<file path="src/rtl/mips_pkg.sv">
// mips_pkg: shared definitions for the MIPS CPU front end.
//   - opcode constants for the instruction classes the decoder recognises
//   - fetch FSM state encoding
//   - next-PC source select encoding
//   - branchOffset(): sign-extended, word-scaled branch displacement
package mips_pkg;

  localparam int PC_W = 32;

  localparam logic [5:0] OP_RTYPE = 6'b000000;
  localparam logic [5:0] OP_J     = 6'b000010;
  localparam logic [5:0] OP_BEQ   = 6'b000100;
  localparam logic [5:0] OP_LW    = 6'b100011;
  localparam logic [5:0] OP_SW    = 6'b101011;

  typedef enum logic [1:0] {
    IDLE,
    FETCH,
    HOLD
  } fetchState_t;

  typedef enum logic [1:0] {
    NPC_SEQ,
    NPC_BR,
    NPC_JMP
  } npcSel_t;

  // Branch immediate is a signed word count; turn it into a byte offset.
  function automatic logic [PC_W-1:0] branchOffset(input logic [15:0] imm);
    return {{(PC_W-18){imm[15]}}, imm, 2'b00};
  endfunction

endpackage

</file>
<file path="src/rtl/next_pc_calc.sv">
// next_pc_calc: combinational next-PC selection.
// Ports:
//   pc      in  32  address of the current instruction
//   instr   in  32  current instruction word (jump target / branch immediate)
//   branch  in  1   decoder branch flag
//   jump    in  1   decoder jump flag (wins over branch)
//   zero    in  1   ALU zero flag, qualifies a branch
//   pcPlus4 out 32  pc + 4, modulo 2^32
//   nextPc  out 32  selected successor address
module next_pc_calc
  import mips_pkg::*;
(
  input  logic [PC_W-1:0] pc,
  input  logic [31:0]     instr,
  input  logic            branch,
  input  logic            jump,
  input  logic            zero,
  output logic [PC_W-1:0] pcPlus4,
  output logic [PC_W-1:0] nextPc
);

  npcSel_t npcSel;

  // The opcode field plays no part in address selection; the decoder has
  // already turned it into the branch/jump flags.
  logic unusedOpcodeBits;
  assign unusedOpcodeBits = ^instr[31:26];

  assign pcPlus4 = pc + 32'd4;

  always_comb begin
    if (jump)                npcSel = NPC_JMP;
    else if (branch && zero) npcSel = NPC_BR;
    else                     npcSel = NPC_SEQ;
  end

  // Jump keeps the 256 MB region of the delay-slot address (pcPlus4), not of pc.
  always_comb begin
    unique case (npcSel)
      NPC_JMP: nextPc = {pcPlus4[31:28], instr[25:0], 2'b00};
      NPC_BR:  nextPc = pcPlus4 + branchOffset(instr[15:0]);
      default: nextPc = pcPlus4;
    endcase
  end

endmodule

</file>
<file path="src/rtl/pc_fetch_unit.sv">
// pc_fetch_unit: instruction-fetch stage. Holds the PC, reads instruction
// memory over a req/ack handshake, presents the fetched word to the decoder,
// advances the PC on completion and counts retired instructions.
// Ports:
//   clk, reset           clock; synchronous active-high reset
//   imemReq/imemAddr     read request and address (address == pc)
//   imemAck/imemData     memory response, data valid with ack
//   instr/opCode         held instruction word and its [31:26] field
//   instrValid           instr/opCode valid for execute
//   instrDone            execute finished the current instruction
//   branch/jump/zero     PC-redirect inputs, used only with instrDone in HOLD
//   pc/pcPlus4           current instruction address and pc + 4
//   retired              completed-instruction count, wraps mod 2^32
module pc_fetch_unit
  import mips_pkg::*;
#(
  parameter int                ADDR_W   = 32,
  parameter logic [ADDR_W-1:0] RESET_PC = 32'h0000_0000
) (
  input  logic              clk,
  input  logic              reset,
  output logic              imemReq,
  output logic [ADDR_W-1:0] imemAddr,
  input  logic              imemAck,
  input  logic [31:0]       imemData,
  output logic [31:0]       instr,
  output logic [5:0]        opCode,
  output logic              instrValid,
  input  logic              instrDone,
  input  logic              branch,
  input  logic              jump,
  input  logic              zero,
  output logic [ADDR_W-1:0] pc,
  output logic [ADDR_W-1:0] pcPlus4,
  output logic [31:0]       retired
);

  fetchState_t       state;
  fetchState_t       stateNext;
  logic              loadInstr;
  logic              retire;
  logic [ADDR_W-1:0] nextPc;

  next_pc_calc uNextPc (
    .pc      (pc),
    .instr   (instr),
    .branch  (branch),
    .jump    (jump),
    .zero    (zero),
    .pcPlus4 (pcPlus4),
    .nextPc  (nextPc)
  );

  // NOTE: state registers use non-blocking assignments so every flop samples
  // pre-edge values regardless of process evaluation order.
  always_ff @(posedge clk) begin
    if (reset) state <= IDLE;
    else       state <= stateNext;
  end

  // NOTE: every output of this block gets a default before the case, so no
  // path leaves a signal unassigned and no latch is inferred.
  always_comb begin
    stateNext = state;
    imemReq   = 1'b0;
    loadInstr = 1'b0;
    retire    = 1'b0;
    unique case (state)
      IDLE: stateNext = FETCH;
      FETCH: begin
        imemReq = 1'b1;
        if (imemAck) begin
          loadInstr = 1'b1;
          stateNext = HOLD;
        end
      end
      HOLD: begin
        if (instrDone) begin
          retire    = 1'b1;
          stateNext = FETCH;
        end
      end
      default: stateNext = IDLE;
    endcase
  end

  // NOTE: reset is sampled on the clock edge and has priority over every
  // update, so an ack or done coinciding with reset is simply dropped.
  always_ff @(posedge clk) begin
    if (reset) begin
      pc         <= RESET_PC;
      instr      <= '0;
      instrValid <= 1'b0;
      retired    <= '0;
    end else begin
      if (loadInstr) begin
        instr      <= imemData;
        instrValid <= 1'b1;
      end
      if (retire) begin
        pc         <= nextPc;
        retired    <= retired + 32'd1;
        instrValid <= 1'b0;
      end
    end
  end

  assign imemAddr = pc;
  assign opCode   = instr[31:26];

endmodule

</file>
<file path="config.mk">
export PLATFORM = sky130hd
export DESIGN_NAME = pc_fetch_unit
export DESIGN_NICKNAME = d
export VERILOG_FILES = /design/src/rtl/mips_pkg.sv /design/src/rtl/next_pc_calc.sv /design/src/rtl/pc_fetch_unit.sv
export SDC_FILE = /design/constraint.sdc
export NUM_CORES = 1
export LEC_CHECK = 0
export ABC_AREA = 1
export CORE_ASPECT_RATIO = 0.6
export CORE_MARGIN = 2
export CORE_UTILIZATION = 51
export CTS_BUF_LIST = sky130_fd_sc_hd__clkbuf_8
export DETAILED_ROUTE_END_ITERATION = 10
export PLACE_DENSITY = 0.82
export SYNTH_ARGS = -nofsm -noshare
export SYNTH_HDL_FRONTEND = slang
export SYNTH_SLANG_ARGS = --single-unit
</file>
<file path="constraint.sdc">
create_clock -name clk -period 2.88 [get_ports clk]
set_input_delay 0.576 -clock clk [delete_from_list [all_inputs] [get_ports clk]]
set_output_delay 0.576 -clock clk [all_outputs]
set_load 0.05 [all_outputs]
</file>
==> results.py <==
metrics = {
    "final_layout": {
        "drive_gt1_frac": 0.261,
        "nNetsFinal": 1620,
        "areaGrowthSynthToFinish_pct": 55.1,
        "antenna_cells": 0,
        "final_util": 0.820,
        "mostFrequentLayoutCells": "298 x nand2_1, 172 x clkdlybuf4s50_1, 147 x inv_1, 145 x buf_4, 100 x a21oi_1",
        "mostFrequentLayoutCell": "nand2_1",
    },
    "global_routing": {
        "globalRoute.totalOverflow": 0,
        "grt_util_all_layers": 0.404,
        "grt_max_degree": 33,
        "first_pass_grt_wire_length_um": 50400,
        "number_of_antenna_violations_at_the_first_check_in_global_routing": 0,
        "first_global_vias": 9205,
    },
    "place": {
        "place.port_buffers": 200,
        "gp_congestion": 1.08,
        "hpwl_um": 26300,
    },
    "sta": {
        "setup_violations": 3,
        "timing.clock.skew_ns": 0.0268,
        "maxSlewHeadroom": 0.379,
        "final.period_utilization": 1.01,
        "finalWorstSetupSlack_ns": -0.0393,
        "final.hold.worst_slack_ns": 0.487,
        "timing.fmax_mhz": 343,
        "rsz0062_at_grt": "true",
        "min_period_ns": 2.92,
        "slew_viol_final": 0,
        "tightest_slew_ns": 0.931,
        "timing_hold_violations_final": 0,
    },
    "synth": {
        "edff_count_synth": 0,
        "fraction_of_the_yosys_area_taken_by_sequential_cells": 0.250,
        "synth_top_flop_cell": "dfxtp_1",
        "netlist_top_cells_area": "dfxtp_1 25%, nand2_1 16%, inv_1 7.8%",
        "netlist.area_leader.share": 0.250,
        "async_flop_share": 0,
        "synth.largest_area_cell": "dfxtp_1",
        "synthesis.area_mm2": 0.00776,
        "syn_area_per_cell_um2": 6.13,
        "yosys.cell_types.count": 46,
        "count_of_state_elements_after_synthesis": 97,
        "synth_warnings": 0,
        "postSynthCellCount": 1266,
    },
    "floorplan": {
        "die_y_um": 99.5,
        "floorplan.initialDensity": 0.529,
        "die_width_um": 163,
        "core-area_mm2": 0.0147,
        "ioPinCount": 207,
        "number_of_rows_in_the_core_area": 34,
        "dieArea_mm2": 0.0162,
    },
    "clocking": {
        "cts-hold-fix-buffers": 0,
        "worst_skew_pair.late_latency_ns": 0.40,
        "htree_depth": 3,
        "clockBufferDepth": 2,
        "clkSlewWorstSetupHoldPaths_ns": 0.13,
        "tritoncts": "built",
        "clock_tree.root_cell": "clkbuf_8",
        "clock_sinks": 97,
        "cts_made_buffers": 9,
    },
    "power_and_ir_drop": {
        "power_density_mw_per_mm2": 278,
        "power_leakage_nw": 5.19,
        "vdd.ir_drop.worst_mv": 0.276,
    },
    "drt": {
        "route.detailed.vias_per_inst": 5.85,
        "vias": 10200,
        "wl_um": 34600,
        "antenna_violating_nets_post_route": 0,
        "detail_route.drc_violations": 0,
        "initialDrtViolationCount": 1329,
        "route.detailed.wl_per_inst_um": 19.8,
        "drt_pass1_iterations": 6,
    },
    "setup_path": {
        "startpoint_type": "register",
        "critPathTopFamily": "simple AND/OR/NAND/NOR gates",
        "delay_of_the_slowest_critical_path_stage_ns": 0.53,
        "crit_chain": "nand4_1 > nor3_2 > nand2_1 > nand2_1 > and2_1 > buf_4 > buf_12",
        "cp_max_fo": 5,
        "cp.arrival_ns": 2.34,
        "path_class": "reg2out",
        "end_kind": "primary output",
        "timing.critical_path.buf_inv": 2,
        "path_common_cell": "nand2_1",
        "cp_data_required_time_ns": 2.30,
        "critical_path.slowest_cell": "dfxtp_1",
    },
    "run_status": {
        "violations": "setup timing",
        "outcome": "finished, violations left",
    },
    "flow_run": {
        "count_of_maximum_capacitance_violations": 0,
    },
    "min_path": {
        "min_path_type": "reg2reg",
    },
}
-- worst reg2reg max path, stage by stage (launching register included) --
cell,delay [ns]
dfxtp_4,0.40
nand2_2,0.09
nor2_1,0.17
nand2_1,0.07
nor3b_1,0.18
buf_4,0.20
nand3_1,0.15
nand2_2,0.14
clkinvlp_4,0.16
ha_4,0.32
nand2_2,0.11
nor2_4,0.15
nand2_1,0.09
nor2_1,0.12
nand2_1,0.12
nand4_1,0.12
nand3_1,0.08
a21oi_1,0.15
-- synth_stat cells, types with 2 or more instances --
library cell	instances
a211oi_1	2
a21o_1	2
a21oi_1	117
a221oi_1	2
a31oi_1	14
and2_1	7
buf_2	3
buf_4	43
clkbuf_1	31
dfxtp_1	97
ha_1	39
inv_1	162
inv_2	8
nand2_1	339
nand2_2	3
nand3_1	107
nand3_2	2
nand3b_1	9
nand4_1	27
nor2_1	98
nor2_2	10
nor3_1	22
nor3_2	3
nor3b_1	2
nor4_1	6
o21a_1	2
o21ai_0	56
o21bai_1	3
or2_2	3
xnor2_1	7
xor2_1	25
-- final timing paths --
kind	startpoint	slack, ns	endpoint	cells after the start
hold reg to reg	instr[18]	0.49	instr[18]	2
setup / recovery	imemAddr[26]	-0.04	pcPlus4[30]	7
setup reg to reg	imemAddr[16]	-0.01	imemAddr[27]	17
hold / removal	instr[18]	0.49	instr[18]	2
-- report_power, final --
| part | internal [mW] | switching (mW) | total (mW) |
|---|---|---|---|
| clock | 0.343 | 0.618 | 0.961 |
| combinational | 0.354 | 0.598 | 0.952 |
| sequential | 1.37 | 0.0548 | 1.43 |
-- cell type report --
cell class                      instances  area [um^2]
Multi-Input combinational cell        926         5740
Timing Repair Buffer                  337         3190
Clock inverter                          7         75.1
Clock buffer                            9          124
Inverter                              170          649
Fill cell                             980         2650
Sequential cell                        97         2010
Tap cell                              198          248
-- logic make-up (layout without fill, tap and decap cells) --
family	Yosys count	count (layout)	synth area share
xor+xnor	32	32	0.0361
fa+ha+maj	40	40	0.0655
buf+inv	248	523	0.141
simple gates	644	644	0.367
flops	97	97	0.250
other cells	1	6	0.000483
compound gates	204	204	0.140
-- per-stage QoR --
| stage | total power [mW] | TNS, ns | setup WS, ns | area, um^2 | std cells |
|---|---|---|---|---|---|
| after floorplan | 1.99 | -0.131 | -0.0389 | 8230 | 1271 |
| after detailed placement | 2.34 | -2.86 | -0.381 | 11100 | 1715 |
| after CTS | 3.27 | 0 | 0.00354 | 11400 | 1734 |
| after global routing | 3.42 | -0.985 | -0.194 | 12000 | 1744 |
| after global placement | 2.33 | -2.62 | -0.396 | 11100 | 1715 |
| final | 3.34 | -0.0538 | -0.0393 | 12000 | 1744 |
-- layer usage --
layer,vias to the layer above,wire length (um),global-route usage
met3,93,5250,0.148
met2,832,14200,0.574
met4,0,923,0.117
met1,4665,14300,0.569
met5,-,0,0
li1,4610,-,-
-- repair_timing --
item,in CTS,in global routing
pin swaps,6,36
setup endpoints to repair,16,28
gates resized for setup,27,124
buffers inserted,3,10
-- registers in the layout (all words and copies together) (netlist names) --
register / flops
imemAddr: 30
instrValid: 1
retired: 32
instr: 32
state: 2
Note: power is estimated with default switching activity, not from simulation.
==> variant (config.mk and constraints unchanged) <==
Make the reset (`reset`) asynchronous in 2 clocked blocks. Comments in the files are not updated.
--- a/src/rtl/pc_fetch_unit.sv
+++ b/src/rtl/pc_fetch_unit.sv
@@ -53,7 +53,7 @@
 
   // NOTE: state registers use non-blocking assignments so every flop samples
   // pre-edge values regardless of process evaluation order.
-  always_ff @(posedge clk) begin
+  always_ff @(posedge clk or posedge reset) begin
     if (reset) state <= IDLE;
     else       state <= stateNext;
   end
@@ -86,7 +86,7 @@
 
   // NOTE: reset is sampled on the clock edge and has priority over every
   // update, so an ack or done coinciding with reset is simply dropped.
-  always_ff @(posedge clk) begin
+  always_ff @(posedge clk or posedge reset) begin
     if (reset) begin
       pc         <= RESET_PC;
       instr      <= '0;
Behaviour: differs if reset is asserted again (counterexample within 4 cycles, from zero or initial values and one cycle with reset high); with reset held inactive, the same outputs for 10 cycles.
==> variant against the original RTL <==
- the run still ends with negative setup slack left
- design area rose by 5.7%
- sequential cell count did not move
- sequential share of layout area rose by 2.6 points
- worst setup slack got worse by 0.11 ns
- global-route usage fell by 3.4 points
- synthesized area rose by 3.5%
- synthesized cell count fell by 10%
- wire length fell by 2.7%
- via count fell by 8.1%
Power is left out: the tool's default activity adds up to more than one toggle a clock period on the data nets, which glitch-free logic cannot reach.
==> variant: results (changes against the original RTL) <==
[run_status]
result_of_the_run = complete, but fails checks
failed_checks = negative setup slack

[grt]
grt_util_all_layers = 0.370  ; -0.0342
via_count_of_the_first_global_routing_pass = 8349  ; -9.3%

[setup_path]
cp.arrival_ns = 3.32  ; +0.98 ns
critPathMaxFanout = 4  ; -1
critical-path-max-stage-delay_ns = 0.47  ; -0.06 ns
critPathLaunch = imemAddr[15]$_DFFE_PP0P_
timing.reg2reg.worst_path_depth = 20  ; +3

[synthesis]
synth_top_cells_by_count = sky130_fd_sc_hd__nand2_1 (331), sky130_fd_sc_hd__inv_1 (172), sky130_fd_sc_hd__dfrtp_1 (97)
synth_compound_gate_area_share = 0.0904  ; -0.0493
dominantRegCellSynth = sky130_fd_sc_hd__dfrtp_1
synthArstFlopShare = 1.00  ; +1.00
post_synth.cell_area_avg_um2 = 7.04  ; +15%
synth_adder_area_share = 0.0633  ; -0.00219
ys_top_cells_by_area = sky130_fd_sc_hd__dfrtp_1 (30%), sky130_fd_sc_hd__nand2_1 (15%), sky130_fd_sc_hd__inv_1 (8.0%)
yosysUniqueCellTypes = 53  ; +15%
ys_seq_area_frac = 0.302  ; +0.0521

[timing]
setup-tns-final_ns = -0.897  ; -0.843 ns
fin_worst_skew_ns = 0.0210  ; -0.00581 ns
slew_headroom = 0.566  ; +0.187
setup_viol_count_final = 13  ; +10
final.setup.worst_slack_ns = -0.145  ; -0.106 ns

[placed_design]
detailedPlace.worstSlack_ns = -0.167  ; +0.214 ns
placed_cells_incl_taps = 1618  ; -5.7%
place_congestion = 1.04  ; -3.6%
placed_cell_area_um2 = 11300  ; +1.6%

[layout]
area_growth_syn_to_layout_pct = 58.4
fillers = 966  ; -1.4%
final_nets = 1546  ; -4.6%

[worst_hold_path]
type_of_the_most_critical_hold_path = in -> async

[routing]
wl_met2_mm = 13.8  ; -3.0%
avgViaCountPerCell = 5.60  ; -4.3%
met3WireLength_mm = 4.66  ; -11%
drt_iter0_drc = 1297  ; -2.4%

[clocking]
cts_resized = 43  ; +59%
post-cts-setup-buffer-count = 18  ; +15

[floorplanning]
core_um2 = 15400  ; +4.7%

-- variant: cell count changes in the layout (fill, tap and decap cells not counted), moves of 30 or more --
cell	change
sky130_fd_sc_hd__dfxtp_1	-71
sky130_fd_sc_hd__o21ai_0	-40
sky130_fd_sc_hd__mux2_2	+30
sky130_fd_sc_hd__dfrtp_1	+73
sky130_fd_sc_hd__nand3_1	-44
sky130_fd_sc_hd__a21oi_1	-60
-- variant: worst max-delay path by stage --
stage	endpoint	slack, ns	cells past startpoint
2_1_floorplan	imemAddr[18]$_DFFE_PP0P_	-0.05	14
3_3_place_gp	imemAddr[29]$_DFFE_PP0P_	-0.16	19
3_5_place_dp	imemAddr[27]$_DFFE_PP0P_	-0.17	21
4_1_cts	imemAddr[26]$_DFFE_PP0P_	-0.05	15
5_1_grt	imemAddr[27]$_DFFE_PP0P_	-0.22	19
6_report	imemAddr[29]$_DFFE_PP0P_	-0.15	20
-- variant: area by class of cell --
cell class / count / area (um2) / share of cell area
inverter: 181 / 722 / 0.0568
clock inverter: 7 / 93.8 / 0.00738
sequential: 97 / 2460 / 0.193
multi-input combinational: 808 / 5620 / 0.442
tap: 203 / 254 / 0.0200
timing repair buffer: 370 / 3450 / 0.271
clock buffer: 9 / 124 / 0.00974
-- variant: routing by layer --
| metal | global-route usage | up-vias |
|---|---|---|
| met1 | 0.549 | 4404 |
| met2 | 0.510 | 655 |
| li1 | - | 4232 |
| met3 | 0.145 | 81 |
| met4 | 0.0656 | 0 |
| met5 | 0 | - |
-- variant: logic make-up (layout without fill, tap and decap cells) --
family | count (synthesis) | in the layout
muxes | 30 | 30
buffers and inverters | 240 | 567
DFF | 97 | 97
AOI/OAI and AO/OA | 124 | 124
adders and majority gates | 40 | 40
xor gates and xnor gates | 44 | 44
other | 1 | 6
and+or+nand+nor | 564 | 564
